==> config.mk <==
export PLATFORM = sky130hd
export DESIGN_NAME = pipeline_hazard_ctrl
export DESIGN_NICKNAME = d
export VERILOG_FILES = /design/src/rtl/pipeline_pkg.sv /design/src/rtl/sat_counter.sv /design/src/rtl/pipeline_hazard_ctrl.sv
export SDC_FILE = /design/constraint.sdc
export NUM_CORES = 1
export LEC_CHECK = 0
export ABC_AREA = 1
export ABC_CLOCK_PERIOD_IN_PS = 1860
export BUFFER_PORTS_ARGS = -buffer_cell sky130_fd_sc_hd__buf_2
export CELL_PAD_IN_SITES_DETAIL_PLACEMENT = 0
export CELL_PAD_IN_SITES_GLOBAL_PLACEMENT = 1
export CORE_AREA = 2 2 125 127
export CTS_CLUSTER_SIZE = 20
export DETAILED_ROUTE_END_ITERATION = 10
export DIE_AREA = 0 0 127 129
export GPL_TIMING_DRIVEN = 0
export PLACE_DENSITY = 0.78
export SETUP_SLACK_MARGIN = 0.05
export SLEW_MARGIN = 10
export SYNTH_ARGS = -nofsm -noshare
export SYNTH_HDL_FRONTEND = slang
export SYNTH_HIERARCHICAL = 1
export SYNTH_SLANG_ARGS = --single-unit
==> constraint.sdc <==
create_clock -name clk -period 1.86 [get_ports clk]
set_input_delay 0.186 -clock clk [delete_from_list [all_inputs] [get_ports clk]]
set_output_delay 0.186 -clock clk [all_outputs]
set_load 0.01 [all_outputs]
==> src/rtl/pipeline_pkg.sv <==
// Shared definitions for the 5-stage RISC-V pipeline.
//   - hz_state_e   : hazard controller FSM states
//   - REG_X0       : architectural zero register index
//   - result_sel_e : writeback result-select encoding; RES_LOAD marks a load
//   - is_load_sel  : helper used by the core top level to derive ex_is_load
package pipeline_pkg;

    typedef enum logic [1:0] {
        RUN     = 2'd0,
        WAIT    = 2'd1,
        RELEASE = 2'd2
    } hz_state_e;

    localparam logic [4:0] REG_X0 = 5'd0;

    typedef enum logic [1:0] {
        RES_ALU  = 2'd0,
        RES_LOAD = 2'd1,
        RES_PC4  = 2'd2,
        RES_IMM  = 2'd3
    } result_sel_e;

    function automatic logic is_load_sel(input result_sel_e sel);
        return sel == RES_LOAD;
    endfunction

endpackage

==> src/rtl/sat_counter.sv <==
// Saturating up-counter with enable and synchronous active-high reset.
// Ports:
//   clk   in  clock
//   reset in  synchronous clear
//   en    in  count this cycle
//   count out current value; holds at all-ones once reached
module sat_counter #(
    parameter int W = 32
) (
    input  logic         clk,
    input  logic         reset,
    input  logic         en,
    output logic [W-1:0] count
);

    // NOTE: sequential state is written with non-blocking assignments so
    // every register samples the pre-edge values of its inputs.
    always_ff @(posedge clk) begin
        if (reset) begin
            count <= '0;
        end else if (en && (count != '1)) begin
            count <= count + 1'b1;
        end
    end

endmodule

==> src/rtl/pipeline_hazard_ctrl.sv <==
// Central stall/flush controller for the 5-stage pipeline.
// Resolves, in priority order: multi-cycle data-memory freeze, EX redirect,
// load-use hazard between ID and EX.
// Ports:
//   clk, reset                       clock, synchronous active-high reset
//   id_valid, id_rs1_addr/rs2_addr,
//   id_uses_rs1/rs2                  instruction in ID and its source usage
//   ex_rd_address, ex_is_load        destination / load flag of EX instruction
//   ex_redirect                      EX resolved a taken branch or jump
//   mem_req                          MEM instruction accesses data memory
//   pc_en, if_id_en, id_ex_en,
//   ex_mem_en                        pipeline register enables (1 = capture)
//   if_id_flush, id_ex_flush         load a bubble instead of capturing
//   pc_sel_redirect                  PC mux selects the EX target
//   stall_cycles, flush_events       saturating performance counters
module pipeline_hazard_ctrl
    import pipeline_pkg::*;
#(
    parameter int MEM_LAT = 2,
    parameter int CNT_W   = 32
) (
    input  logic             clk,
    input  logic             reset,
    input  logic             id_valid,
    input  logic [4:0]       id_rs1_addr,
    input  logic [4:0]       id_rs2_addr,
    input  logic             id_uses_rs1,
    input  logic             id_uses_rs2,
    input  logic [4:0]       ex_rd_address,
    input  logic             ex_is_load,
    input  logic             ex_redirect,
    input  logic             mem_req,
    output logic             pc_en,
    output logic             if_id_en,
    output logic             id_ex_en,
    output logic             ex_mem_en,
    output logic             if_id_flush,
    output logic             id_ex_flush,
    output logic             pc_sel_redirect,
    output logic [CNT_W-1:0] stall_cycles,
    output logic [CNT_W-1:0] flush_events
);

    // Wide enough to hold MEM_LAT-2, the number of WAIT cycles.
    localparam int WCNT_W = (MEM_LAT > 2) ? $clog2(MEM_LAT - 1) : 1;
    localparam logic [WCNT_W-1:0] WAIT_LOAD = WCNT_W'((MEM_LAT > 2) ? (MEM_LAT - 2) : 0);
    // With single-cycle memory there is nothing to wait for.
    localparam bit FREEZE_EN = (MEM_LAT > 1);

    hz_state_e         state, state_next;
    logic [WCNT_W-1:0] wait_cnt, wait_cnt_next;
    logic              load_use;
    logic              freeze_start;
    logic              live;

    assign load_use = id_valid && ex_is_load && (ex_rd_address != REG_X0) &&
                      ((id_uses_rs1 && (id_rs1_addr == ex_rd_address)) ||
                       (id_uses_rs2 && (id_rs2_addr == ex_rd_address)));

    // Only RUN accepts a new access; in RELEASE mem_req is the same access.
    assign freeze_start = FREEZE_EN && mem_req && (state == RUN);

    // ---------------- state register ----------------
    always_ff @(posedge clk) begin
        if (reset) begin
            state    <= RUN;
            wait_cnt <= '0;
        end else begin
            state    <= state_next;
            wait_cnt <= wait_cnt_next;
        end
    end

    // ---------------- next-state logic ----------------
    // NOTE: every signal assigned in a combinational block gets a default at
    // the top so no path leaves it unassigned and infers a latch.
    always_comb begin
        state_next    = state;
        wait_cnt_next = wait_cnt;
        unique case (state)
            RUN: begin
                if (freeze_start) begin
                    if (MEM_LAT > 2) begin
                        state_next    = WAIT;
                        wait_cnt_next = WAIT_LOAD;
                    end else begin
                        state_next = RELEASE;
                    end
                end
            end
            WAIT: begin
                // The counter reaches zero on the edge into RELEASE, so the
                // freeze covers exactly MEM_LAT-1 cycles including entry.
                wait_cnt_next = wait_cnt - 1'b1;
                if (wait_cnt <= WCNT_W'(1)) begin
                    state_next    = RELEASE;
                    wait_cnt_next = '0;
                end
            end
            RELEASE: state_next = RUN;
            default: begin
                state_next    = RUN;
                wait_cnt_next = '0;
            end
        endcase
    end

    // ---------------- output logic ----------------
    // Enables are live in RELEASE, and in RUN unless a freeze starts now.
    assign live = !reset && ((state == RELEASE) || ((state == RUN) && !freeze_start));

    always_comb begin
        pc_en           = 1'b0;
        if_id_en        = 1'b0;
        id_ex_en        = 1'b0;
        ex_mem_en       = 1'b0;
        if_id_flush     = 1'b0;
        id_ex_flush     = 1'b0;
        pc_sel_redirect = 1'b0;
        if (live) begin
            if (ex_redirect) begin
                // Redirect overrides load-use: both younger slots are squashed.
                pc_en           = 1'b1;
                if_id_en        = 1'b1;
                id_ex_en        = 1'b1;
                ex_mem_en       = 1'b1;
                if_id_flush     = 1'b1;
                id_ex_flush     = 1'b1;
                pc_sel_redirect = 1'b1;
            end else if (load_use) begin
                // Hold PC and IF/ID; the load advances, a bubble enters EX.
                id_ex_en    = 1'b1;
                ex_mem_en   = 1'b1;
                id_ex_flush = 1'b1;
            end else begin
                pc_en     = 1'b1;
                if_id_en  = 1'b1;
                id_ex_en  = 1'b1;
                ex_mem_en = 1'b1;
            end
        end
    end

    // ---------------- performance counters ----------------
    sat_counter #(.W(CNT_W)) u_stall_cnt (
        .clk   (clk),
        .reset (reset),
        .en    (!pc_en),
        .count (stall_cycles)
    );

    sat_counter #(.W(CNT_W)) u_flush_cnt (
        .clk   (clk),
        .reset (reset),
        .en    (pc_sel_redirect),
        .count (flush_events)
    );

endmodule

==> results of run 1 <==
cell usage after synthesis, drive strengths merged:
cell and n:
ha 2, clkinv 2, nor3 9, buf 19, and2 2, nand3 66, inv 79, nand3b 3
a31oi 10, dfxtp 65, nand4 29, nor2 169, nand2 229, a21oi 38
flip-flops by register name, summed over array words and instances (netlist names):
register / cells
u_flush_cnt/count: 32
u_stall_cnt/count: 32
state: 1
through the flow:
step,util (%),setup TNS [ns]
floorplan,-,0
global placement,34.39,-7.551
detailed placement,34.39,-7.572
CTS,36.66,0
global route,37.26,0
finish,37.26,0
cell type report:
class,count,area [um^2]
Buffer,19,168.9
Fill cell,1699,9397
Inverter,81,309.0
Timing Repair Buffer,97,495.5
Clock inverter,4,26.28
Sequential cell,65,1310
Multi-Input combinational cell,557,2769
Clock buffer,12,266.5
Tap cell,188,235.2
routing by layer:
layer,vias up,GRT usage [%],part of all wire (%),routed length (um)
met5,-,0,0,0
met4,0,4.654,1.1,152
met3,11,3.825,4.3,577
met2,92,28.75,48,6331
met1,2113,21.29,47,6210
li1,2510,-,-,-
how the worst max path moves through the flow:
stage	from	to	slack, ns	cells after the start
after floorplan	state[1]	u_flush_cnt/count[25]	0.07	13
after global placement	ex_rd_address[4]	u_stall_cnt/count[25]	-0.48	18
after detailed placement	ex_rd_address[2]	u_stall_cnt/count[25]	-0.46	18
after CTS	state[1]	u_flush_cnt/count[25]	0.03	13
after global routing	state[1]	u_flush_cnt/count[28]	0.02	9
final	state[1]	u_flush_cnt/count[28]	0.17	10
worst max-delay path: cells and delay by family (launching register included):
family | cells | cell delay, ns
buffers and inverters | 3 | 0.60
DFF | 1 | 0.32
and+or+nand+nor | 7 | 0.69
cells by family after synthesis:
kind of cell	count (synthesis)	share of synthesized area, %
adder cells (fa/ha/maj)	2	0.5627
AO/OA/AOI/OAI	48	5.853
flip-flops	65	29.26
buffers and inverters	100	10.50
AND/OR/NAND/NOR	507	53.83
where the power goes:
| group | internal, mW | switching, mW | total [mW] |
|---|---|---|---|
| logic | 0.0896 | 0.135 | 0.224 |
| registers | 1.40 | 0.0141 | 1.42 |
| clock network | 1.01 | 0.651 | 1.66 |
timing repair:
| action | in CTS | in global routing |
|---|---|---|
| pin swaps | 1 | 2 |
| buffers inserted | 2 | 2 |
| endpoints found under the setup margin | 37 | 46 |
| resized for setup | 13 | 24 |
==> flow_summary.json, run 1 <==
{
  "antenna_violations_before_repair": 0,
  "cts.sink_count": 65,
  "synth.yosys.seq_area_share_pct": 29.26,
  "flow.area_growth_from_synthesis_pct": 25.49,
  "end_point_of_the_worst_hold_path": "state[1]",
  "fin_crit_sh_pct": 91.11,
  "worst_ir_drop_vdd_mv": 0.4514,
  "worst-slew-pin-transition_ns": 0.4629,
  "drt_first_pass_iters": 4,
  "final_net_count": 855,
  "totalPowerFinal_mw": 3.299,
  "buffer_ports.inserted": 93,
  "synth.ff_latch_count": 65,
  "grt_remaining_overflow": 0,
  "timing.rr.start": "state[1]",
  "final_antenna_violating_net_count": 0,
  "h-tree-depth": 3,
  "synth_top_area_share_pct": 29.26,
  "maxSlewHeadroom_pct": 69.14,
  "grt_first_pass_wirelength_um": 21870,
  "critical_path_top_delay_cell": "buf_1",
  "wl_per_cell_um": 12.97,
  "crit-reg2reg-capture": "u_flush_cnt/count[28]",
  "hold_path_depth": 3,
  "layout.cells.non_filler": 1023,
  "p_per_area_nw_per_um2": 591.2,
  "final_cell_mix": "206 x nand2_1, 132 x nor2_1, 95 x buf_2",
  "result_of_the_run": "completed",
  "period_minus_slack_ns": 1.695,
  "leakage_nw": 2.720,
  "dp_cells": 1003,
  "grt_usage_pct": 16.78,
  "reg2reg_setup_slack_ns": 0.17,
  "hold_path.startpoint": "mem_req",
  "clkSlewWorstSetupHoldPaths_ns": 0.06,
  "design.die.area_um2": 16380,
  "drt-vias-per-instance": 4.620,
  "crit_required_ns": 2.14,
  "core_area_um2": 14980,
  "first_iter_violations": 300,
  "dieHeight_um": 129,
  "timing.critical_path.fanout_max": 10,
  "rsz0062_at_grt": "true",
  "floorplan.initialDensity_pct": 29.69,
  "worstPathArrival_ns": 1.97,
  "post_route_cells_drive_above_1_share_pct": 27.66,
  "dp_area_um2": 5150,
  "layout_commonest_cell": "nand2_1",
  "report.final.hold_viol_count": 0,
  "postLayoutSetupSlackWorst_ns": 0.1653,
  "yosysWarningCount": 6,
  "gp_congestion": 0.8289,
  "grt_start_max_net_pins": 13,
  "routed_wirelength_um": 13270,
  "post_synth_main_area_contributors": "dfxtp_1 29%, nand2_1 18%, nor2_1 12%",
  "first_global_vias": 4420,
  "layout.cell_area.non_filler_um2": 5580,
  "syn-cell-area_um2": 4447,
  "critical_path_class": "reg2reg",
  "synth_cell_types": 27,
  "fmax_mhz": 590.1,
  "clock-skew-final_ns": 0.01238,
  "slew_viol_final": 0,
  "fp.dieW_um": 127,
  "vias": 4726,
  "antennaDiodeCount": 0,
  "final_routed_drc_violation_total": 0,
  "crit_path_cell_trace": "nor2_1, nor2_2, nand2_2, inv_4, buf_4, buf_1, nand4_1, nand2_1, nand2_1, nor2_1",
  "postCtsHoldBufs": 0,
  "cp_slowest_stage_delay_ns": 0.38,
  "tritoncts_clock_tree": "built",
  "detailed_placement_wirelength_estimate_um": 10120,
  "maximum_capacitance_violations": 0,
  "worstHoldPathType": "in2reg",
  "cts.root.buffer_cell": "clkbuf_16",
  "syn-mean-instance-area_um2": 6.159,
  "synth_fp_nets": 747,
  "worst_r2r_path_depth": 10,
  "final.hold.worst_slack_ns": 0.09050,
  "setup_viol_count_final": 0,
  "preCtsSetupSlack_ns": -0.4606,
  "io-pin-count": 94,
  "cp_launch_type": "flop",
  "syn-instance-count": 722,
  "worst_skew_pair.late_latency_ns": 0.34,
  "synth_top_area_cell": "dfxtp_1",
  "timing.critical_path.to_type": "flop",
  "inserted_clock_buffers": 9,
  "row_cnt": 45,
  "cts.path.max_buffers": 2
}
No activity file was read; power rests on OpenSTA's default activity.
==> inputs of run 2 (changes only) <==
- ABC_CLOCK_PERIOD_IN_PS: 1860 -> 2050
- clock period: 1.86 -> 2.05 ns (I/O delays scaled with it)
==> run 2 against run 1 <==
  * Register-to-register slack improved by 0.04 ns
  * Power decreased by 12%
  * Cell count decreased by 0.20%
  * Flip-flop and latch count unchanged
  * Cell area decreased by 2.0%
  * Global-route usage about the same
  * Worst setup slack improved by 0.026 ns
  * Critical path depth decreased by 3
  * Die area unchanged
  * Worst hold slack improved by 0.014 ns
==> flow_summary.json, run 2 (same netlist as run 1, synthesis figures left out) <==
{
  "fp.dieW_um": 127,
  "tritoncts_clock_tree": "built",
  "slew_viol_final": 0,
  "core_area_um2": 14980,
  "crit_required_ns": 1.85,
  "timing.critical_path.fanout_max": 6,
  "worst-slew-pin-transition_ns": 0.5327,
  "final.hold.worst_slack_ns": 0.1042,
  "fmax_mhz": 538.1,
  "wl_per_cell_um": 12.91,
  "antennaDiodeCount": 0,
  "postCtsHoldBufs": 0,
  "final_routed_drc_violation_total": 0,
  "final_antenna_violating_net_count": 0,
  "final_net_count": 854,
  "grt_start_max_net_pins": 13,
  "utilization_pct": 36.53,
  "timing.critical_path.to_type": "primary output",
  "buffer_ports.inserted": 93,
  "h-tree-depth": 3,
  "cts.sink_count": 65,
  "report.final.hold_viol_count": 0,
  "antenna_violations_before_repair": 0,
  "filler_cell_count": 1703,
  "floorplan.initialDensity_pct": 29.69,
  "grt_usage_pct": 16.74,
  "detailed_placement_wirelength_estimate_um": 10080,
  "row_cnt": 45,
  "worst_ir_drop_vdd_mv": 0.3678,
  "clock-skew-final_ns": 0.008964,
  "p_per_area_nw_per_um2": 527.8,
  "critical_path_class": "reg2out",
  "cts.root.buffer_cell": "clkbuf_16",
  "worstPathArrival_ns": 1.65,
  "period_minus_slack_ns": 1.858,
  "flow.area_growth_from_synthesis_pct": 23.04,
  "multi_input_logic_area_um2": 2711,
  "clkSlewWorstSetupHoldPaths_ns": 0.05,
  "maxSlewHeadroom_pct": 64.49,
  "io-pin-count": 94,
  "layout_commonest_cell": "nand2_1",
  "dieHeight_um": 129,
  "drt_first_pass_iters": 5,
  "leakage_nw": 2.689,
  "fin_crit_sh_pct": 90.65,
  "setup_viol_count_final": 0,
  "worstHoldPathType": "in2reg",
  "inserted_clock_buffers": 9,
  "layout_top_registers": "u_flush_cnt/count x32, u_stall_cnt/count x32, state x1",
  "grt_first_pass_wirelength_um": 22000,
  "rsz0062_at_grt": "true",
  "worst_skew_pair.late_latency_ns": 0.34,
  "gp_congestion": 0.8474,
  "result_of_the_run": "completed",
  "vias": 4740,
  "layout.area.seq_um2": 1301,
  "cp_launch_type": "flop",
  "final_cell_mix": "209 x nand2_1, 138 x nor2_1, 97 x buf_2",
  "maximum_capacitance_violations": 0,
  "grt_remaining_overflow": 0,
  "first_iter_violations": 281,
  "post_route_cells_drive_above_1_share_pct": 25.33,
  "drt-vias-per-instance": 4.643,
  "routed_wirelength_um": 13180,
  "cts.path.max_buffers": 2,
  "design.die.area_um2": 16380,
  "first_global_vias": 4342
}
-- run 2: cell types whose count changed in the layout (fill, tap and decap cells not counted), sizes merged --
| cell | before | now |
|---|---|---|
| clkbuf | 15 | 13 |
| buf | 113 | 114 |
| clkinvlp | 1 | 2 |
| inv | 79 | 78 |
| clkinv | 5 | 4 |
-- run 2: worst paths after layout --
| check | start | end | slack (ns) | depth (start not counted) |
|---|---|---|---|---|
| max | state[1] | if_id_flush | 0.19 | 7 |
| min | mem_req | state[1] | 0.10 | 3 |
| max reg2reg | state[1] | u_flush_cnt/count[25] | 0.21 | 13 |
| min reg2reg | state[1] | state[1] | 0.43 | 1 |
-- run 2: stage by stage --
stage	setup TNS, ns	std cells	cell area (um^2)	total power, mW	setup WS [ns]
after detailed placement	-4.183	1003	5147	1.498	-0.3581
after floorplan	0	722	4447	1.419	0.1327
after global routing	0	1021	5472	3.009	0.03325
after CTS	0	1021	5443	2.934	0.05053
final	0	1021	5472	2.888	0.1917
after global placement	-4.094	1003	5147	1.496	-0.3548
-- run 2: power by group --
group          leakage [nW]  internal (mW)  switching [mW]  total, mW
Clock                 0.128          0.840           0.571       1.41
Combinational          2.04         0.0756           0.122      0.197
Sequential            0.524           1.27         0.00801       1.28
-- run 2: per-layer routing --
metal	vias to the layer above	global-route usage, %	wire (um)	part of all wire [%]
met3	13	3.617	546	4.1
met5	-	0	0	0
met2	94	28.65	6304	48
met4	0	4.654	197	1.5
met1	2121	21.39	6136	47
li1	2512	-	-	-
-- run 2: area by class of cell --
class / count / area share (%)
plain buffers: 19 / 2.996
clock inverters: 3 / 0.3201
inverters: 81 / 5.625
multi-input cells: 557 / 49.55
clock buffers: 12 / 4.505
well taps: 188 / 4.299
flip-flops and latches: 65 / 23.78
repair buffers: 96 / 8.918
-- run 2: worst max-delay path, stage by stage, from the launching register on --
cell        delay [ns]
dfxtp_1           0.31
nor2_1            0.19
nor2_4            0.08
nand2_1           0.16
clkinvlp_4        0.14
buf_4             0.16
buf_4             0.15
buf_2             0.13
-- run 2: what timing repair did --
action	4_1_cts	5_1_grt
endpoints found under the setup margin	21	22
setup buffers	3	0
resized for setup	3	10
==> inputs of run 3 (changes only) <==
- PLACE_DENSITY: 0.78 -> 0.76
==> run 3 against run 2 <==
  * Power is 9.5% higher
  * Global-route usage is 0.29 points higher
  * Via count is 1.2% higher
  * Clock power is 20% higher
  * Routed wire length is 1.3% higher
  * Clock skew is 0.0020 ns lower
  * Combinational power hardly changed
  * Die area stayed put
  * Count of clock-buffer cells in the layout is 2 lower
  * Sequential power hardly changed
  * Critical path type is now reg2reg
==> flow_summary.json, run 3 (same netlist as run 1, synthesis figures left out) <==
{
  "result_of_the_run": "completed",
  "cp_launch_type": "flop",
  "h-tree-depth": 3,
  "totalNegativeSetupSlack_ns": 0,
  "final_net_count": 853,
  "report.final.hold_viol_count": 0,
  "cts.sink_count": 65,
  "dieHeight_um": 129,
  "cp_slowest_stage_delay_ns": 0.32,
  "cts.root.buffer_cell": "clkbuf_16",
  "antenna_violations_before_repair": 0,
  "worst_ir_drop_vdd_mv": 0.3881,
  "layout_commonest_cell": "nand2_1",
  "p_per_area_nw_per_um2": 573.7,
  "gp_congestion": 0.8575,
  "totalPowerFinal_mw": 3.162,
  "first_global_vias": 4401,
  "critical_path_top_delay_cell": "dfxtp_1",
  "io-pin-count": 94,
  "final_antenna_violating_net_count": 0,
  "wl_per_cell_um": 13.10,
  "critical_path_class": "reg2reg",
  "rsz0062_at_grt": "true",
  "final_cell_mix": "208 x nand2_1, 139 x nor2_1, 97 x buf_2",
  "row_cnt": 45,
  "fmax_mhz": 549.4,
  "cts.path.max_buffers": 2,
  "design.die.area_um2": 16380,
  "timing.critical_path.max_delay_family": "simple AND/OR/NAND/NOR gates",
  "post_route_cells_drive_above_1_share_pct": 25.48,
  "layout_top_registers": "u_flush_cnt/count x32, u_stall_cnt/count x32, state x1",
  "seqPwrFrac_pct": 40.5,
  "crit_required_ns": 2.29,
  "routed_wirelength_um": 13360,
  "first_iter_violations": 284,
  "power.combinational.fraction_pct": 6.2,
  "detailed_placement_wirelength_estimate_um": 10210,
  "leakage_nw": 2.708,
  "tritoncts_clock_tree": "built",
  "clock-skew-final_ns": 0.006940,
  "final_routed_drc_violation_total": 0,
  "clkSlewWorstSetupHoldPaths_ns": 0.05,
  "drt-vias-per-instance": 4.702,
  "power.switching_fraction_pct": 23.03,
  "worstPathBufferInverterCount": 3,
  "preCtsSetupSlack_ns": -0.3266,
  "setup_viol_count_final": 0,
  "final.hold.worst_slack_ns": 0.1018,
  "inserted_clock_buffers": 9,
  "fin_crit_sh_pct": 88.78,
  "grt_start_max_net_pins": 13,
  "crit_path_cell_trace": "nor2_1, nor2_2, nand2_2, inv_4, inv_2, nor2_2, nand2_1, inv_2, nand2_1, nor2_2, nand3_1, nand2_1, nor2_1",
  "worstPathArrival_ns": 2.06,
  "flow.area_growth_from_synthesis_pct": 23.94,
  "postLayoutSetupSlackWorst_ns": 0.2299,
  "drt_first_pass_iters": 5,
  "worstHoldPathType": "in2reg",
  "utilization_pct": 36.80,
  "power.clock.fraction_pct": 53.4,
  "power.net_switching_uw": 728.3,
  "p_int_mw": 2.434,
  "floorplan.initialDensity_pct": 29.69,
  "worst-slew-pin-transition_ns": 0.5489,
  "core_area_um2": 14980,
  "grt_first_pass_wirelength_um": 22110,
  "vias": 4796,
  "antennaDiodeCount": 0,
  "grt_usage_pct": 17.03,
  "period_minus_slack_ns": 1.820,
  "maximum_capacitance_violations": 0,
  "buffer_ports.inserted": 93,
  "grt_remaining_overflow": 0,
  "timing.critical_path.to_type": "flop",
  "slew_viol_final": 0,
  "maxSlewHeadroom_pct": 63.27,
  "timing.critical_path.fanout_max": 8,
  "fp.dieW_um": 127,
  "worst_skew_pair.late_latency_ns": 0.35
}
## run 3: layout make-up
| cell class | count | area [um^2] |
|---|---|---|
| Fill cell | 1707 | 9465 |
| Multi-Input combinational cell | 557 | 2706 |
| Sequential cell | 65 | 1301 |
| Timing Repair Buffer | 95 | 480.5 |
| Inverter | 81 | 306.5 |
| Clock buffer | 10 | 239.0 |
| Tap cell | 188 | 235.2 |
| Buffer | 19 | 162.7 |
| Clock inverter | 5 | 80.08 |
## run 3: power by group through the flow
| stage | Combinational, mW | Sequential, mW | Clock [mW] |
|---|---|---|---|
| 2_1_floorplan | 0.111 | 1.31 | 0 |
| 3_3_place_gp | 0.190 | 1.31 | 0 |
| 3_5_place_dp | 0.190 | 1.31 | 0 |
| 4_1_cts | 0.196 | 1.28 | 1.73 |
| 5_1_grt | 0.222 | 1.28 | 1.79 |
| 6_report | 0.195 | 1.28 | 1.69 |
## run 3: final timing paths
path	startpoint	end	slack, ns	cells after the start
hold reg to reg	state[1]	state[1]	0.42	1
setup reg to reg	state[1]	u_flush_cnt/count[25]	0.23	13
setup / recovery	state[1]	u_flush_cnt/count[25]	0.23	13
hold / removal	mem_req	state[1]	0.10	3
## run 3: per-stage QoR
step                      area (um^2)  cells
after floorplan                  4447    722
after global placement           5147   1003
after detailed placement         5147   1003
after CTS                        5492   1020
after global routing             5512   1020
final                            5512   1020
## run 3: routing by layer
metal	track usage, %	routed length, um
met1	21.43	6268
met2	29.03	6374
met3	3.784	502
met4	5.624	211
met5	0	0
## run 3: worst reg2reg max path, delay by kind of cell, from the launching register on
family	cells	cell delay, ns
buffers and inverters	3	0.31
flip-flops	1	0.32
AND/OR/NAND/NOR	10	1.07
## run 3: what timing repair did
action,CTS,global route
hold buffers,0,0
setup buffers,2,0
pin swaps,1,1
gates resized for setup,4,8
setup endpoints to repair,17,8
